$ cat config.mk
export PLATFORM = sky130hd
export DESIGN_NAME = seq_control_unit_flat
export DESIGN_NICKNAME = d
export VERILOG_FILES = /design/src/rtl/ctrl_pkg.sv /design/src/rtl/seq_control_unit_if.sv /design/src/rtl/ctrl_decoder.sv /design/src/rtl/seq_control_unit.sv /design/src/flat_wrapper.sv
export SDC_FILE = /design/constraint.sdc
export NUM_CORES = 1
export LEC_CHECK = 0
export CORE_UTILIZATION = 37
export CTS_CLUSTER_DIAMETER = 150
export DETAILED_ROUTE_END_ITERATION = 10
export PLACE_DENSITY_LB_ADDON = 0.2
export SKIP_CTS_REPAIR_TIMING = 1
export SLEW_MARGIN = 25
export SYNTH_ARGS = -nofsm -noshare
export SYNTH_HDL_FRONTEND = slang
export SYNTH_SLANG_ARGS = --single-unit
$ cat constraint.sdc
create_clock -name clk -period 3.26 [get_ports clk]
set_input_delay 0.489 -clock clk [delete_from_list [all_inputs] [get_ports clk]]
set_output_delay 0.489 -clock clk [all_outputs]
set_load 0.02 [all_outputs]
$ cat src/rtl/ctrl_pkg.sv
// Shared types for the multi-cycle sequencer: opcodes, states, pc_src codes
// and the instruction classes produced by the decoder.
package ctrl_pkg;

  localparam logic [3:0] OP_ADD  = 4'b0000;
  localparam logic [3:0] OP_ADDI = 4'b0100;
  localparam logic [3:0] OP_LW   = 4'b1011;
  localparam logic [3:0] OP_SW   = 4'b1111;
  localparam logic [3:0] OP_BEQ  = 4'b1000;
  localparam logic [3:0] OP_JMP  = 4'b0010;

  localparam logic [1:0] PC_INC = 2'b00;
  localparam logic [1:0] PC_BR  = 2'b01;
  localparam logic [1:0] PC_JMP = 2'b10;

  typedef enum logic [2:0] {
    S_IDLE,
    S_FETCH,
    S_DECODE,
    S_EXEC,
    S_MEM,
    S_WB,
    S_HALT
  } state_t;

  typedef enum logic [2:0] {
    CL_ALU,
    CL_LOAD,
    CL_STORE,
    CL_BRANCH,
    CL_JUMP,
    CL_ILL
  } op_class_t;

endpackage

$ cat src/rtl/seq_control_unit_if.sv
// Shared memory port: request/ready handshake plus read/write qualifiers.
// master = sequencer side, slave = memory side.
interface seq_control_unit_if;
  logic mem_req;
  logic mem_ready;
  logic m_r_enbl;
  logic m_w_enbl;

  modport master (
    output mem_req, m_r_enbl, m_w_enbl,
    input  mem_ready
  );

  modport slave (
    input  mem_req, m_r_enbl, m_w_enbl,
    output mem_ready
  );
endinterface

$ cat src/rtl/ctrl_decoder.sv
// Combinational opcode decode: op -> datapath selects and instruction class.
// Ports: op in; reg_sel, alu_src, mem_mux, op_class out.
module ctrl_decoder
  import ctrl_pkg::*;
#(
  parameter int OPC_W = 4
) (
  input  logic [OPC_W-1:0] op,
  output logic             reg_sel,
  output logic             alu_src,
  output logic             mem_mux,
  output op_class_t        op_class
);

  logic       ok;
  logic [3:0] lo;

  // any bit above bit 3 makes the opcode illegal
  assign ok = (op >> 4) == '0;
  assign lo = op[3:0];

  always_comb begin
    reg_sel  = 1'b0;
    alu_src  = 1'b0;
    mem_mux  = 1'b0;
    op_class = CL_ILL;
    unique case (1'b1)
      ok && lo == OP_ADD: begin
        reg_sel  = 1'b1;
        op_class = CL_ALU;
      end
      ok && lo == OP_ADDI: begin
        reg_sel  = 1'b1;
        alu_src  = 1'b1;
        op_class = CL_ALU;
      end
      ok && lo == OP_LW: begin
        reg_sel  = 1'b1;
        alu_src  = 1'b1;
        mem_mux  = 1'b1;
        op_class = CL_LOAD;
      end
      ok && lo == OP_SW: begin
        alu_src  = 1'b1;
        op_class = CL_STORE;
      end
      ok && lo == OP_BEQ: op_class = CL_BRANCH;
      ok && lo == OP_JMP: begin
        reg_sel  = 1'b1;
        op_class = CL_JUMP;
      end
      default: ;
    endcase
  end

endmodule

$ cat src/rtl/seq_control_unit.sv
// Multi-cycle sequencer FETCH/DECODE/EXEC/MEM/WB with memory wait timeout.
// Ports: clk, rst_n, opcode, alu_zero, mem (master), strobes/selects, status.
// Optional: CTRL_ILLEGAL_TRAP_EN makes illegal opcodes halt and set illegal.
module seq_control_unit
  import ctrl_pkg::*;
#(
  parameter int OPC_W      = 4,
  parameter int ALU_CTRL_W = 4,
  parameter int MAX_WAIT   = 15
) (
  input  logic                  clk,
  input  logic                  rst_n,
  input  logic [OPC_W-1:0]      opcode,
  input  logic                  alu_zero,
  seq_control_unit_if.master    mem,
  output logic                  ir_we,
  output logic                  pc_we,
  output logic [1:0]            pc_src,
  output logic                  reg_sel,
  output logic                  alu_src,
  output logic                  mem_mux,
  output logic                  reg_w_enbl,
  output logic                  br,
  output logic                  jump,
  output logic [ALU_CTRL_W-1:0] to_alu_ctrl,
  output logic                  instr_done,
  output logic                  mem_timeout,
  output logic                  halted,
  output logic                  illegal
);

  localparam int XW = (OPC_W > ALU_CTRL_W) ? OPC_W : ALU_CTRL_W;

  state_t           state, nxt;
  logic [OPC_W-1:0] op_q;
  logic [OPC_W-1:0] dec_op;
  logic [XW-1:0]    op_x;
  logic [7:0]       wait_q;
  logic             wait_inc;
  logic             tmo_set;
  logic             tmo_q;
  logic             sel_on;
  logic             d_rs, d_as, d_mm;
  op_class_t        cls;

  // DECODE sees the live opcode as it is being latched
  assign dec_op = (state == S_DECODE) ? opcode : op_q;

  ctrl_decoder #(.OPC_W(OPC_W)) u_dec (
    .op       (dec_op),
    .reg_sel  (d_rs),
    .alu_src  (d_as),
    .mem_mux  (d_mm),
    .op_class (cls)
  );

  assign sel_on = state inside {S_DECODE, S_EXEC, S_MEM, S_WB};
  assign op_x   = XW'(dec_op);

  assign reg_sel     = sel_on & d_rs;
  assign alu_src     = sel_on & d_as;
  assign mem_mux     = sel_on & d_mm;
  assign to_alu_ctrl = sel_on ? op_x[ALU_CTRL_W-1:0] : '0;
  assign mem_timeout = tmo_q;
  assign halted      = (state == S_HALT);

`ifdef CTRL_ILLEGAL_TRAP_EN
  logic ill_set;
  logic ill_q;
  assign illegal = ill_q;
`else
  assign illegal = 1'b0;
`endif

  always_comb begin
    nxt          = state;
    mem.mem_req  = 1'b0;
    mem.m_r_enbl = 1'b0;
    mem.m_w_enbl = 1'b0;
    ir_we        = 1'b0;
    pc_we        = 1'b0;
    pc_src       = PC_INC;
    reg_w_enbl   = 1'b0;
    br           = 1'b0;
    jump         = 1'b0;
    instr_done   = 1'b0;
    wait_inc     = 1'b0;
    tmo_set      = 1'b0;
`ifdef CTRL_ILLEGAL_TRAP_EN
    ill_set      = 1'b0;
`endif
    unique case (state)
      S_IDLE: nxt = S_FETCH;
      S_FETCH: begin
        mem.mem_req = 1'b1;
        if (mem.mem_ready) begin
          ir_we = 1'b1;
          pc_we = 1'b1;
          nxt   = S_DECODE;
        end else if (wait_q == 8'(MAX_WAIT)) begin
          tmo_set = 1'b1;
          nxt     = S_HALT;
        end else begin
          wait_inc = 1'b1;
        end
      end
      S_DECODE: nxt = S_EXEC;
      S_EXEC: begin
        unique case (cls)
          CL_ALU: nxt = S_WB;
          CL_LOAD, CL_STORE: nxt = S_MEM;
          CL_BRANCH: begin
            br         = 1'b1;
            pc_we      = alu_zero;
            pc_src     = PC_BR;
            instr_done = 1'b1;
            nxt        = S_FETCH;
          end
          CL_JUMP: begin
            jump       = 1'b1;
            pc_we      = 1'b1;
            pc_src     = PC_JMP;
            instr_done = 1'b1;
            nxt        = S_FETCH;
          end
          default: begin
`ifdef CTRL_ILLEGAL_TRAP_EN
            ill_set    = 1'b1;
            nxt        = S_HALT;
`else
            instr_done = 1'b1;
            nxt        = S_FETCH;
`endif
          end
        endcase
      end
      S_MEM: begin
        mem.mem_req  = 1'b1;
        mem.m_r_enbl = (cls == CL_LOAD);
        mem.m_w_enbl = (cls == CL_STORE);
        if (mem.mem_ready) begin
          if (cls == CL_LOAD) begin
            nxt = S_WB;
          end else begin
            instr_done = 1'b1;
            nxt        = S_FETCH;
          end
        end else if (wait_q == 8'(MAX_WAIT)) begin
          tmo_set = 1'b1;
          nxt     = S_HALT;
        end else begin
          wait_inc = 1'b1;
        end
      end
      S_WB: begin
        reg_w_enbl = 1'b1;
        instr_done = 1'b1;
        nxt        = S_FETCH;
      end
      S_HALT: ;
      default: nxt = S_IDLE;
    endcase
  end

  // wait_q only counts while stalled, so it is zero on entry to FETCH/MEM
  always_ff @(posedge clk) begin
    if (!rst_n) begin
      state  <= S_IDLE;
      op_q   <= '0;
      wait_q <= '0;
      tmo_q  <= 1'b0;
    end else begin
      state  <= nxt;
      wait_q <= wait_inc ? wait_q + 8'd1 : 8'd0;
      if (state == S_DECODE) op_q <= opcode;
      if (tmo_set) tmo_q <= 1'b1;
    end
  end

`ifdef CTRL_ILLEGAL_TRAP_EN
  always_ff @(posedge clk) begin
    if (!rst_n) ill_q <= 1'b0;
    else if (ill_set) ill_q <= 1'b1;
  end
`endif

endmodule

$ cat src/flat_wrapper.sv
// flat-port wrapper written by rule: the top's interface ports become plain ports
module seq_control_unit_flat import ctrl_pkg::*;
#(
  parameter int OPC_W      = 4,
  parameter int ALU_CTRL_W = 4,
  parameter int MAX_WAIT   = 15
)
  (clk, rst_n, opcode, alu_zero, ir_we, pc_we, pc_src, reg_sel, alu_src, mem_mux, reg_w_enbl, br, jump, to_alu_ctrl, instr_done, mem_timeout, halted, illegal, mem_mem_req, mem_m_r_enbl, mem_m_w_enbl, mem_mem_ready);
  seq_control_unit_if mem_i ();
  input  logic clk;
  input  logic rst_n;
  input  logic [OPC_W-1:0] opcode;
  input  logic alu_zero;
  output logic ir_we;
  output logic pc_we;
  output logic [1:0] pc_src;
  output logic reg_sel;
  output logic alu_src;
  output logic mem_mux;
  output logic reg_w_enbl;
  output logic br;
  output logic jump;
  output logic [ALU_CTRL_W-1:0] to_alu_ctrl;
  output logic instr_done;
  output logic mem_timeout;
  output logic halted;
  output logic illegal;
  output wire logic [$bits(mem_i.mem_req)-1:0] mem_mem_req;
  output wire logic [$bits(mem_i.m_r_enbl)-1:0] mem_m_r_enbl;
  output wire logic [$bits(mem_i.m_w_enbl)-1:0] mem_m_w_enbl;
  input wire logic [$bits(mem_i.mem_ready)-1:0] mem_mem_ready;
  assign mem_mem_req = mem_i.mem_req;
  assign mem_m_r_enbl = mem_i.m_r_enbl;
  assign mem_m_w_enbl = mem_i.m_w_enbl;
  assign mem_i.mem_ready = mem_mem_ready;
  seq_control_unit #(.OPC_W(OPC_W), .ALU_CTRL_W(ALU_CTRL_W), .MAX_WAIT(MAX_WAIT)) u_core (.clk(clk), .rst_n(rst_n), .opcode(opcode), .alu_zero(alu_zero), .mem(mem_i), .ir_we(ir_we), .pc_we(pc_we), .pc_src(pc_src), .reg_sel(reg_sel), .alu_src(alu_src), .mem_mux(mem_mux), .reg_w_enbl(reg_w_enbl), .br(br), .jump(jump), .to_alu_ctrl(to_alu_ctrl), .instr_done(instr_done), .mem_timeout(mem_timeout), .halted(halted), .illegal(illegal));
endmodule
==> results of run 1 <==
[layout make-up]
cell class / count / area, um^2
well taps: 30 / 37.5
inverters: 5 / 18.8
fillers: 261 / 1230
multi-input cells: 95 / 619
clock buffers: 4 / 36.3
flip-flops and latches: 16 / 320
repair buffers: 28 / 278
[cell usage after synthesis]
cell type   n  share of area, %
dfxtp_1    16                32
nand2_1     5               1.8
buf_2       1              0.49
nand3_1     6               3.0
nor4b_1     2               1.7
clkbuf_1    4               1.5
nor3b_1     1              0.74
a211o_1     1              0.86
clkinv_1    1              0.37
and3_1      5               3.1
mux2_4      1               1.5
a41o_1      1              0.99
conb_1      1              0.37
and4b_4     1               1.4
nor2_1     17               6.3
o221ai_1    1              0.86
a211oi_1    3               2.2
nor3b_2     1               1.2
nor2b_1     4               2.5
o2bb2ai_1   1              0.86
o21a_1      2               1.5
a41oi_1     1              0.86
o21ai_0     2              0.99
a2111oi_0   1              0.86
nor3_1      5               2.5
buf_4       2               1.5
ha_1        3               3.7
a21oi_1     6               3.0
nand3b_1    1              0.74
mux2i_1     3               3.0
o31a_1      1              0.86
nor4_1      4               2.5
a31oi_1     1              0.62
nand4b_1    2               1.7
nand2b_1    4               2.5
xnor2_1     4               3.4
o31ai_1     1              0.74
or3_1       1              0.62
buf_6       2               2.2
xor2_1      2               1.7
inv_1       4               1.5
[sequential cells by signal (all words and copies together), names as in the netlist]
register and count:
u_core.state 3, u_core.wait_q 8, u_core.op_q 4, u_core.mem_timeout 1
[critical path, delay by kind of cell (launching register included)]
kind | cells | cell delay [ps]
flip-flops | 1 | 540
buffers and inverters | 2 | 900
AO/OA/AOI/OAI | 1 | 120
AND/OR/NAND/NOR | 2 | 630
[power by group]
group | internal [mW] | switching (mW)
logic | 0.0399 | 0.0445
registers | 0.201 | 0.0121
clock network | 0.0680 | 0.0592
[cell families (layout without fill, tap and decap cells)]
| logic type | after synthesis | count (layout) | share of synthesized area (%) |
|---|---|---|---|
| flops | 16 | 16 | 31.5 |
| mux | 4 | 4 | 4.43 |
| simple gates | 59 | 59 | 32.1 |
| buf+inv | 14 | 37 | 7.51 |
| xor+xnor | 6 | 6 | 5.17 |
| compound gates | 22 | 22 | 15.1 |
| other cells | 1 | 1 | 0.369 |
| fa+ha+maj | 3 | 3 | 3.69 |
[final timing paths]
check | from | end | slack (ps) | depth (start not counted)
max reg2reg | u_core.state[1]$_SDFFE_PN0N_ | u_core.state[2]$_SDFFE_PN0N_ | 1390 | 5
min | u_core.wait_q[0]$_SDFF_PN0_ | u_core.wait_q[0]$_SDFF_PN0_ | 470 | 1
min reg2reg | u_core.wait_q[0]$_SDFF_PN0_ | u_core.wait_q[0]$_SDFF_PN0_ | 470 | 1
max | u_core.state[1]$_SDFFE_PN0N_ | pc_we | 290 | 5
[routing by layer]
layer	wire length (um)	vias to the layer above
met5	0	-
met2	1150	20
met4	17	0
met1	1180	455
met3	86	2
li1	-	492
==> results.py, run 1 <==
metrics = {
    "global_route": {
        "grt_pass1_vias": 886,
        "grtUsageMet3_pct": 6.11,
        "met2_usage_pct": 29.3,
        "globalRouteOverflowTotal": 0,
        "grtUsageMet1_pct": 25.0,
        "top_usage_layer": "met2",
        "grt_antenna_before_repair": 0,
        "grt_pass1_wl_um": 3930,
        "grtUsageTotal_pct": 18.8,
        "grt_max_degree": 14,
    },
    "final_layout": {
        "fin_area_mm2": 0.00131,
        "finish.utilization_pct": 51.5,
        "mostFrequentLayoutCell": "clkdlybuf4s50_1",
        "diodes": 0,
        "layout_common_cells": "clkdlybuf4s50_1, nor2_1, dfxtp_1",
        "layout.cells.non_filler": 178,
        "synthToLayoutAreaGrowth_pct": 28.9,
        "drive_gt1_share_pct": 5.41,
        "fin_nets": 160,
    },
    "synthesis": {
        "syn_area_mm2": 0.00102,
        "syn_avg_cell_area_um2": 8.13,
        "syn-num-nets": 136,
        "synth-seq-area-share_pct": 31.5,
        "ys_ff_latch": 16,
        "netlist-cell-type-count": 41,
        "ys_warn_count": 0,
        "synth_cells": 125,
    },
    "floorplan": {
        "rows": 18,
        "die_w_um": 54.4,
        "coreArea_mm2": 0.00254,
        "die_h_um": 54.4,
        "dieArea_mm2": 0.00296,
        "initial_core_util_pct": 39.9,
        "ios": 29,
    },
    "pwr": {
        "power_leakage_nw": 0.472,
        "fin_total_pwr_uw": 424,
        "p_per_area_mw_per_mm2": 324,
        "ir_worst_vdd_uv": 253,
    },
    "timing": {
        "whs_ps": 468,
        "fin_skew_ps": 1.84,
        "worst_slack_ps": 290,
        "fin_tns_setup_ps": 0,
        "slew_violations": 0,
        "max_freq_ghz": 0.337,
        "grt_setup_unrepaired": "no",
        "worstMarginPinSlew_ps": 550,
        "setup_viol": 0,
        "period_needed_ps": 2970,
        "finalHoldViolations": 0,
        "slew_headroom_pct": 63.0,
        "period_share_pct": 91.1,
    },
    "drt": {
        "drt_iter0_drc": 27,
        "vias_per_cell": 5.44,
        "drc_errors": 0,
        "drt_wl_total_um": 2440,
        "route.vias.total": 969,
        "routedWlPerCell_um": 13.7,
        "first_pass_iters": 4,
        "ant_nets": 0,
    },
    "place": {
        "hpwl_um": 1870,
        "io_buffer_count": 27,
        "globalplace.congestion": 0.782,
        "place_worst_setup_slack_ps": 469,
        "placed_cell_area_mm2": 0.00127,
        "dp.cells": 174,
    },
    "clocking": {
        "numClockSinks": 16,
        "clk_latency_ps": 280,
        "h-tree-depth": 1,
        "cts_made_buffers": 3,
        "cts_tree": "done",
        "cts_root_buffer": "clkbuf_4",
        "path_clk_slew_ps": 90,
        "clk_path_buf_depth": 2,
    },
    "worst_setup_path": {
        "start_kind": "flop",
        "worstPathMaxFanout": 10,
        "critPathArrivalTime_ps": 2480,
        "criticalPathCategory": "flop to output port",
        "slowest_delay_ps": 590,
        "end_kind": "output port",
        "crit_required_ps": 2770,
        "cp_slowest_cell": "clkdlybuf4s50_1",
        "path_cells": "clkinv_1 > nor3_1 > and4b_4 > a211o_1 > clkdlybuf4s50_1",
    },
    "outcome": {
        "status": "complete, no violations",
    },
    "worst_hold_path": {
        "hp-class": "flop to flop",
    },
    "flow_run": {
        "drv_cap": 0,
    },
}
Note: power is estimated with default switching activity, not from simulation.
==> run 2, diff against run 1 <==
--- a/config.mk
+++ b/config.mk
@@ -7,2 +7,3 @@
 export LEC_CHECK = 0
+export CAP_MARGIN = 20
 export CORE_UTILIZATION = 37
==> constraint.sdc (replaced) <==
create_clock -name clk -period 3.26 [get_ports clk]
set_input_delay 0.652 -clock clk [delete_from_list [all_inputs] [get_ports clk]]
set_output_delay 0.652 -clock clk [all_outputs]
set_load 0.02 [all_outputs]
==> results.py, run 2 (synthesis gave the netlist of run 1 again) <==
metrics = {
    "clocking": {
        "cts_tree": "done",
        "clk_path_buf_depth": 2,
        "h-tree-depth": 1,
        "path_clk_slew_ps": 100,
        "cts_made_buffers": 3,
        "clk_latency_ps": 280,
        "numClockSinks": 16,
        "cts_root_buffer": "clkbuf_4",
    },
    "global_route": {
        "grt_pass1_vias": 821,
        "grtUsageMet3_pct": 2.50,
        "grtUsageTotal_pct": 16.9,
        "grt_max_degree": 13,
        "grt_antenna_before_repair": 0,
        "grt_pass1_wl_um": 3680,
        "met2_usage_pct": 26.4,
        "globalRouteOverflowTotal": 0,
        "grtUsageMet1_pct": 24.7,
        "top_usage_layer": "met2",
    },
    "timing": {
        "worstMarginPinSlew_ps": 532,
        "period_needed_ps": 3100,
        "slew_headroom_pct": 64.2,
        "max_freq_ghz": 0.322,
        "period_share_pct": 95.2,
        "grt_setup_unrepaired": "no",
        "setup_viol": 0,
        "worst_slack_ps": 157,
        "slew_violations": 0,
        "fin_skew_ps": 3.10,
        "finalHoldViolations": 0,
        "fin_tns_setup_ps": 0,
    },
    "pwr": {
        "pwr-share-seq_pct": 49.3,
        "comb_power_share_pct": 20.2,
        "clkPwrFrac_pct": 30.5,
        "p_per_area_mw_per_mm2": 324,
        "p_int_uw": 311,
        "switching_share_pct": 28.1,
        "power_leakage_nw": 0.483,
        "switchingPower_uw": 122,
        "ir_worst_vdd_uv": 268,
    },
    "final_layout": {
        "drive_gt1_share_pct": 9.33,
        "layout.cells.non_filler": 180,
        "top_regs": "u_core.wait_q x8, u_core.op_q x4, u_core.state x3",
        "layout_common_cells": "clkdlybuf4s50_1, nor2_1, dfxtp_1",
        "largest_register_ff_count": 8,
        "synthToLayoutAreaGrowth_pct": 31.5,
        "largest_register": "u_core.wait_q",
        "diodes": 0,
        "multi_input_area_um2": 624,
        "fin_nets": 162,
        "mostFrequentLayoutCell": "clkdlybuf4s50_1",
        "fillers": 246,
        "area.sequential_um2": 323,
    },
    "worst_setup_path": {
        "crit_required_ps": 2610,
        "ff2ff_setup_slack_ps": 1560,
        "critPathArrivalTime_ps": 2450,
        "crit_start": "opcode[0]",
        "timing.rr.end": "u_core.state[2]$_SDFFE_PN0N_",
        "end_kind": "output port",
        "reg2reg_depth": 5,
        "criticalPathCategory": "input port to output port",
        "worstSetupEndpoint": "alu_src",
        "start_kind": "input port",
        "reg2reg_from": "u_core.state[1]$_SDFFE_PN0N_",
        "worstPathMaxFanout": 5,
    },
    "drt": {
        "routedWlPerCell_um": 13.2,
        "drt_wl_total_um": 2380,
        "first_pass_iters": 4,
        "ant_nets": 0,
        "drc_errors": 0,
        "route.vias.total": 976,
        "drt_iter0_drc": 27,
        "vias_per_cell": 5.42,
    },
    "floorplan": {
        "die_h_um": 54.4,
        "coreArea_mm2": 0.00254,
        "die_w_um": 54.4,
        "initial_core_util_pct": 39.9,
        "dieArea_mm2": 0.00296,
        "rows": 18,
        "ios": 29,
    },
    "place": {
        "globalplace.congestion": 0.808,
        "io_buffer_count": 27,
        "hpwl_um": 1770,
        "place_worst_setup_slack_ps": 156,
        "dp.cells": 176,
    },
    "flow_run": {
        "drv_cap": 0,
    },
    "worst_hold_path": {
        "hp-class": "flop to flop",
    },
    "outcome": {
        "status": "complete, no violations",
    },
}
run 2: per-layer routing:
| metal | wire [um] | vias up |
|---|---|---|
| li1 | - | 497 |
| met4 | 0 | 0 |
| met2 | 1130 | 20 |
| met3 | 75 | 0 |
| met5 | 0 | - |
| met1 | 1180 | 459 |
run 2: worst min-delay path by stage:
stage | start | to | slack (ps) | depth (start not counted)
after CTS | u_core.wait_q[0]$_SDFF_PN0_ | u_core.wait_q[0]$_SDFF_PN0_ | 460 | 1
after global placement | u_core.wait_q[0]$_SDFF_PN0_ | u_core.wait_q[0]$_SDFF_PN0_ | 430 | 1
after floorplan | u_core.wait_q[0]$_SDFF_PN0_ | u_core.wait_q[0]$_SDFF_PN0_ | 420 | 1
after detailed placement | u_core.wait_q[0]$_SDFF_PN0_ | u_core.wait_q[0]$_SDFF_PN0_ | 440 | 1
final | u_core.wait_q[0]$_SDFF_PN0_ | u_core.wait_q[0]$_SDFF_PN0_ | 460 | 1
after global routing | u_core.wait_q[0]$_SDFF_PN0_ | u_core.wait_q[0]$_SDFF_PN0_ | 490 | 1
run 2: area by class of cell:
type / count / share of cell area, %
Clock buffer: 4 / 2.72
Inverter: 5 / 1.69
Multi-Input combinational cell: 95 / 46.7
Sequential cell: 16 / 24.2
Tap cell: 30 / 2.81
Timing Repair Buffer: 30 / 21.9
run 2: power groups by stage:
stage	logic (mW)	clock network [mW]	registers, mW
final	0.0875	0.132	0.213
after global routing	0.0956	0.150	0.214
after CTS	0.0864	0.140	0.212
after detailed placement	0.0859	0	0.216
after global placement	0.0859	0	0.216
after floorplan	0.0600	0	0.209
run 2: worst max-delay path: stages:
cell	delay [ps]
clkdlybuf4s50_1	480
nor4b_1	340
a31oi_1	70
a211oi_1	260
clkdlybuf4s50_1	640
run 2: stage by stage:
| stage | cell area (um^2) | hold WS [ps] | power, mW | util, % |
|---|---|---|---|---|
| 3_5_place_dp | 1290 | 436 | 0.302 | 50.6 |
| 6_report | 1340 | 459 | 0.433 | 52.5 |
| 4_1_cts | 1330 | 458 | 0.438 | 52.1 |
| 2_1_floorplan | 1020 | 418 | 0.269 | - |
| 5_1_grt | 1340 | 490 | 0.460 | 52.5 |
| 3_3_place_gp | 1290 | 433 | 0.302 | 50.6 |
